## src/rtl/elevator_call_scheduler_if.sv

```systemverilog
// Call-scheduler bus: call buttons and car feedback in, target command and lamps out.
// The scheduler uses the master modport; the car/button side uses slave.
interface elevator_call_scheduler_if #(
    parameter int unsigned NUM_FLOORS = 9,
    parameter int unsigned FLOOR_W    = 4
);
    logic [NUM_FLOORS-1:0] call_req;
    logic [FLOOR_W-1:0]    current_floor;
    logic                  car_idle;
    logic [FLOOR_W-1:0]    target_floor;
    logic                  target_valid;
    logic                  dir_up;
    logic                  door_open;
    logic [NUM_FLOORS-1:0] call_pending;

    modport master (
        input  call_req, current_floor, car_idle,
        output target_floor, target_valid, dir_up, door_open, call_pending
    );

    modport slave (
        output call_req, current_floor, car_idle,
        input  target_floor, target_valid, dir_up, door_open, call_pending
    );
endinterface

```

## src/rtl/elevator_call_scheduler.sv

```systemverilog
// SCAN elevator call scheduler: latches calls, picks targets, times door dwell.
// Optional SCHED_RETARGET_EN: retarget mid-trip to a nearer in-path call.
module elevator_call_scheduler #(
    parameter int unsigned NUM_FLOORS  = 9,
    parameter int unsigned FLOOR_W     = 4,
    parameter int unsigned DOOR_CYCLES = 20
) (
    input logic                       clk,
    input logic                       rst,
    elevator_call_scheduler_if.master bus
);

    localparam int unsigned TimerW = (DOOR_CYCLES > 1) ? $clog2(DOOR_CYCLES) : 1;
    localparam logic [TimerW-1:0] DoorLoad = TimerW'(DOOR_CYCLES - 1);

    typedef enum logic [1:0] {StIdle, StSelect, StTravel, StDoor} state_e;

    state_e                state_q, state_d;
    logic [NUM_FLOORS-1:0] pending_q, pending_d;
    logic [FLOOR_W-1:0]    target_q, target_d;
    logic                  dir_up_q, dir_up_d;
    logic [TimerW-1:0]     timer_q, timer_d;
    logic                  target_valid_q, target_valid_d;
    logic                  door_open_q, door_open_d;

    logic [NUM_FLOORS-1:0] cur_mask, tgt_mask;
    logic                  has_above, has_below, at_call, arrived;
    logic [FLOOR_W-1:0]    lowest_above, highest_below;

    // Nearest pending call on each side of the car, plus one-hot masks of car and target floors.
    // An out-of-range current_floor yields an empty cur_mask, i.e. no call at the car.
    always_comb begin
        has_above     = 1'b0;
        has_below     = 1'b0;
        lowest_above  = '0;
        highest_below = '0;
        cur_mask      = '0;
        tgt_mask      = '0;
        for (int unsigned i = 0; i < NUM_FLOORS; i++) begin
            if (FLOOR_W'(i) == bus.current_floor) cur_mask[i] = 1'b1;
            if (FLOOR_W'(i) == target_q)          tgt_mask[i] = 1'b1;
            if (pending_q[i] && (FLOOR_W'(i) > bus.current_floor) && !has_above) begin
                has_above    = 1'b1;
                lowest_above = FLOOR_W'(i);
            end
            if (pending_q[i] && (FLOOR_W'(i) < bus.current_floor)) begin
                has_below     = 1'b1;
                highest_below = FLOOR_W'(i);
            end
        end
        at_call = |(pending_q & cur_mask);
        arrived = bus.car_idle && (bus.current_floor == target_q);
    end

    always_ff @(posedge clk) begin
        if (rst) begin
            state_q        <= StIdle;
            pending_q      <= '0;
            target_q       <= '0;
            dir_up_q       <= 1'b1;
            timer_q        <= '0;
            target_valid_q <= 1'b0;
            door_open_q    <= 1'b0;
        end else begin
            state_q        <= state_d;
            pending_q      <= pending_d;
            target_q       <= target_d;
            dir_up_q       <= dir_up_d;
            timer_q        <= timer_d;
            target_valid_q <= target_valid_d;
            door_open_q    <= door_open_d;
        end
    end

    always_comb begin
        state_d   = state_q;
        target_d  = target_q;
        dir_up_d  = dir_up_q;
        timer_d   = timer_q;
        pending_d = pending_q | bus.call_req;
        unique case (state_q)
            StIdle: begin
                if (|pending_q) state_d = StSelect;
            end
            StSelect: begin
                if (at_call) begin
                    state_d   = StDoor;
                    timer_d   = DoorLoad;
                    pending_d = pending_d & ~cur_mask;
                end else if (dir_up_q && has_above) begin
                    state_d  = StTravel;
                    target_d = lowest_above;
                end else if (!dir_up_q && has_below) begin
                    state_d  = StTravel;
                    target_d = highest_below;
                end else if (has_above) begin
                    // Nothing left ahead: reverse in this same cycle.
                    state_d  = StTravel;
                    dir_up_d = 1'b1;
                    target_d = lowest_above;
                end else if (has_below) begin
                    state_d  = StTravel;
                    dir_up_d = 1'b0;
                    target_d = highest_below;
                end else begin
                    state_d = StIdle;
                end
            end
            StTravel: begin
                if (arrived) begin
                    state_d   = StDoor;
                    timer_d   = DoorLoad;
                    pending_d = pending_d & ~tgt_mask;
                end
`ifdef SCHED_RETARGET_EN
                else if (dir_up_q && has_above && (lowest_above < target_q)) begin
                    target_d = lowest_above;
                end else if (!dir_up_q && has_below && (highest_below > target_q)) begin
                    target_d = highest_below;
                end
`endif
            end
            StDoor: begin
                // Calls at the open-door floor are absorbed rather than re-opening it.
                pending_d = pending_d & ~cur_mask;
                if (timer_q == '0) begin
                    state_d = StSelect;
                end else begin
                    timer_d = timer_q - TimerW'(1);
                end
            end
            default: state_d = StIdle;
        endcase
        target_valid_d = (state_d == StTravel);
        door_open_d    = (state_d == StDoor);
    end

    always_comb begin
        bus.target_floor = target_q;
        bus.target_valid = target_valid_q;
        bus.dir_up       = dir_up_q;
        bus.door_open    = door_open_q;
        bus.call_pending = pending_q;
    end

endmodule
```

## src/flat_wrapper.sv

```systemverilog
// flat-port wrapper written by rule: the top's interface ports become plain ports
module elevator_call_scheduler_flat 
#(
    parameter int unsigned NUM_FLOORS  = 9,
    parameter int unsigned FLOOR_W     = 4,
    parameter int unsigned DOOR_CYCLES = 20
)
  (clk, rst, bus_call_req, bus_current_floor, bus_car_idle, bus_target_floor, bus_target_valid, bus_dir_up, bus_door_open, bus_call_pending);
  elevator_call_scheduler_if #(.NUM_FLOORS(NUM_FLOORS), .FLOOR_W(FLOOR_W)) bus_i ();
  input logic clk;
  input logic rst;
  input wire logic [$bits(bus_i.call_req)-1:0] bus_call_req;
  input wire logic [$bits(bus_i.current_floor)-1:0] bus_current_floor;
  input wire logic [$bits(bus_i.car_idle)-1:0] bus_car_idle;
  output wire logic [$bits(bus_i.target_floor)-1:0] bus_target_floor;
  output wire logic [$bits(bus_i.target_valid)-1:0] bus_target_valid;
  output wire logic [$bits(bus_i.dir_up)-1:0] bus_dir_up;
  output wire logic [$bits(bus_i.door_open)-1:0] bus_door_open;
  output wire logic [$bits(bus_i.call_pending)-1:0] bus_call_pending;
  assign bus_i.call_req = bus_call_req;
  assign bus_i.current_floor = bus_current_floor;
  assign bus_i.car_idle = bus_car_idle;
  assign bus_target_floor = bus_i.target_floor;
  assign bus_target_valid = bus_i.target_valid;
  assign bus_dir_up = bus_i.dir_up;
  assign bus_door_open = bus_i.door_open;
  assign bus_call_pending = bus_i.call_pending;
  elevator_call_scheduler #(.NUM_FLOORS(NUM_FLOORS), .FLOOR_W(FLOOR_W), .DOOR_CYCLES(DOOR_CYCLES)) u_core (.clk(clk), .rst(rst), .bus(bus_i));
endmodule
```

## config.mk

```make
export PLATFORM = sky130hd
export DESIGN_NAME = elevator_call_scheduler_flat
export DESIGN_NICKNAME = d
export VERILOG_FILES = /design/src/rtl/elevator_call_scheduler_if.sv /design/src/rtl/elevator_call_scheduler.sv /design/src/flat_wrapper.sv
export SDC_FILE = /design/constraint.sdc
export NUM_CORES = 1
export LEC_CHECK = 0
export CORE_MARGIN = 4
export CORE_UTILIZATION = 55
export CTS_BUF_LIST = sky130_fd_sc_hd__clkbuf_8
export DETAILED_ROUTE_END_ITERATION = 10
export PLACE_DENSITY = 0.83
export SLEW_MARGIN = 10
export SYNTH_ARGS = -nofsm -noshare
export SYNTH_HDL_FRONTEND = slang
export SYNTH_SLANG_ARGS = --single-unit
export TNS_END_PERCENT = 30
```

## constraint.sdc

```tcl
create_clock -name clk -period 5.88 [get_ports clk]
set_input_delay 1.47 -clock clk [delete_from_list [all_inputs] [get_ports clk]]
set_output_delay 1.47 -clock clk [all_outputs]
set_load 0.05 [all_outputs]
```

==> flow_summary_export.csv <==
group,metric,value,unit
run_status,status,"finished clean",
clock_tree,clock-root-buffer,"clkbuf_8",
critical_path,path_cells,"clkdlybuf4s50_1 > nor2b_1 > a32oi_1 > o211ai_1 > a21oi_1 > nor2b_1 > nor3b_1",
grt,antenna_found_initial,0,
power,power_frac_seq,36.9,%
power,internal_power,357.2,uW
clock_tree,post-cts-setup-buffer-count,0,
placement,hpwl,3252,um
cells_and_area,n_antenna_cell,0,
clock_tree,cts_tree,"yes",
floorplanning,num_io_pins,32,
power,clock_power_share,14.7,%
grt,grt_max_degree,25,
worst_hold_path,worstHoldPathType,"register to register",
power,p_sw,296.7,uW
clock_tree,cts.clk_slew.worst_paths,0.08,ns
critical_path,crit_path_max_incr_delay,0.95,ns
critical_path,end_kind,"register",
clock_tree,clk_latency,0.27,ns
critical_path,arrival,4.38,ns
cells_and_area,areaGrowthSynthToFinish,17.93,%
clock_tree,cts_max_level,1,
timing,fmax,0.2385,GHz
clock_tree,cts_buffer_depth,2,
job,drv_cap,0,
clock_tree,hold_buffers,0,
floorplanning,die_x,64.78,um
grt,grt_usage,22.42,%
cells_and_area,stdcell_count,293,
power,power_frac_comb,48.4,%
yosys,synthArstFlopShare,0,%
grt,use_met1,33.19,%
timing,fin_crit,4.193,ns
drt,dr.pass1.iters,6,
yosys,seq_area_frac_synth,25.97,%
critical_path,crit_slowest_cell,"clkdlybuf4s50_1",
clock_tree,cts_made_buffers,3,
grt,grtUsageMet3,3.466,%
yosys,synth_flop_cell,"dfxtp_1",
power,p_leak,0.0007130,uW
power,swShare,45.38,%
yosys,syn_area_per_cell,7.675,um^2
cells_and_area,multi_input_area,1182,um^2
placement,gp_congestion,0.8844,
timing,rsz0062_at_grt,"no",
grt,top_usage_layer,"met2",
drt,vias_per_cell,6.314,
critical_path,critical_path.most_common_cell,"nor2b_1",
critical_path,crit_path_start_kind,"primary input",
floorplanning,core-area,3078,um^2
timing,worst_slew_pin_slew,0.8384,ns
yosys,synth_top_area_share,25.97,%
timing,final-max-slew-violation-count,0,
critical_path,worst-r2r-setup-slack,3.49,ns
placement,portBuffers,31,
timing,setup_viol,0,
critical_path,crit_family,"simple AND/OR/NAND/NOR gates",
power,peakVddDrop,0.0002829,V
cells_and_area,seqCellArea,460.4,um^2
critical_path,crit_type,"primary input to register",
drt,wl,4548,um
yosys,synthesis.area,1773,um^2
timing,relSlewSlack,43.93,%
yosys,synth_fp_nets,248,
floorplanning,num_rows,20,
floorplanning,die_y,64.78,um
floorplanning,dieArea,4196,um^2
placement,dpl_worst_slack,1.487,ns
cells_and_area,finalNetCount,267,
yosys,synthTopCellsByCount,"dfxtp_1 (23), nor2_1 (22), o21ai_0 (19)",
critical_path,worst-path-buf-inv,1,
critical_path,cp.required,6.07,ns
yosys,synth_cells,231,
floorplanning,start_util,57.60,%
critical_path,worstPathMaxFanout,20,
drt,antenna_left,0,
clock_tree,cts_resized,0,
drt,drc,0,
yosys,ys_ff_latch,23,
grt,grt_pass1_vias,1580,
drt,first_iter_violations,239,
timing,tns,0,ns
cells_and_area,final_core_util,67.93,%
yosys,synthTopCellsByArea,"dfxtp_1 (26%), o21ai_0 (5.4%), a211oi_1 (5.1%)",
drt,wire_per_inst,15.52,um
drt,vias,1850,
cells_and_area,drive_above_1_share,4.819,%
timing,clock_skew,0.006046,ns
clock_tree,numClockSinks,23,
grt,grt_pass1_wl,7583,um
yosys,synth_top_cell_by_area,"dfxtp_1",
grt,overflow,0,
power,power_density,312.8,nW/um^2
cells_and_area,fillers,284,
timing,timing.final.crit_share,71.31,%
timing,final_hold_viol_count,0,
yosys,yosys_warnings,0,
grt,use_met2,33.72,%
yosys,synth_edf_count,0,
yosys,synthMostInstantiatedCell,"dfxtp_1",
timing,layout_setup_ws,1.687,ns
yosys,synth_cell_types,62,
placement,place_inst,289,
routing by layer:
layer	up-vias	wire (um)	part of all wire, %
met2	79	2042	45
met3	9	331	7.3
met5	-	0	0
met4	0	79	1.7
li1	915	-	-
met1	847	2095	46
worst paths after layout:
kind / start / end / cells past startpoint
setup / recovery: bus_current_floor[2] / u_core.bus.door_open$_SDFF_PP0_ / 7
hold / removal: u_core.timer_q[3]$_SDFFE_PP0P_ / u_core.timer_q[3]$_SDFFE_PP0P_ / 2
setup reg to reg: u_core.bus.call_pending[2]$_SDFF_PP0_ / u_core.bus.door_open$_SDFF_PP0_ / 6
hold reg to reg: u_core.timer_q[3]$_SDFFE_PP0P_ / u_core.timer_q[3]$_SDFFE_PP0P_ / 2
cell type report:
class                   instances  area share (%)
flip-flops and latches         23           22.02
inverters                      10           1.795
repair buffers                 31           14.84
multi-input cells             181           56.55
well taps                      44           2.633
clock inverters                 1          0.1795
clock buffers                   3           1.975
tightest hold or removal path, cell delays in order (launching register included):
cell     delay (ns)
dfxtp_1        0.34
nand2_1        0.06
o32ai_1        0.07
state kept, by name, summed over array words and instances, names as in the netlist:
name	count
u_core.bus.door_open	1
u_core.state_q	2
u_core.timer_q	5
u_core.bus.dir_up	1
u_core.bus.call_pending	9
u_core.bus.target_valid	1
u_core.bus.target_floor	4
power groups by stage:
stage,logic (uW),registers [uW],clock network [uW]
4_1_cts,315,240,97.7
6_report,316,242,96.0
5_1_grt,345,248,104
3_5_place_dp,312,244,0
2_1_floorplan,189,284,0
3_3_place_gp,311,243,0
stage by stage:
step,hold WS [ns],area (um^2),power (uW)
4_1_cts,0.5116,2091,652.3
3_5_place_dp,0.4950,2046,555.9
5_1_grt,0.5377,2091,696.6
6_report,0.5107,2091,653.9
2_1_floorplan,0.4627,1773,473.4
3_3_place_gp,0.4860,2046,553.4
logic make-up after synthesis:
kind of cell / synth area share [%]
multiplexers: 2.399
AND/OR/NAND/NOR: 24.56
flip-flops: 25.97
XOR/XNOR: 2.470
AO/OA/AOI/OAI: 36.56
buffers and inverters: 7.340
adder cells (fa/ha/maj): 0.7056
layout by cell type (no fill, tap or decap), types with 6 or more instances in the layout:
master / instances
nor2b_1: 10
a211oi_1: 12
a21oi_1: 14
clkdlybuf4s50_1: 31
dfxtp_1: 23
a31oi_1: 6
inv_1: 11
nand2_1: 14
nor2_1: 22
o21ai_0: 19
(Power assumes the default switching activity.)
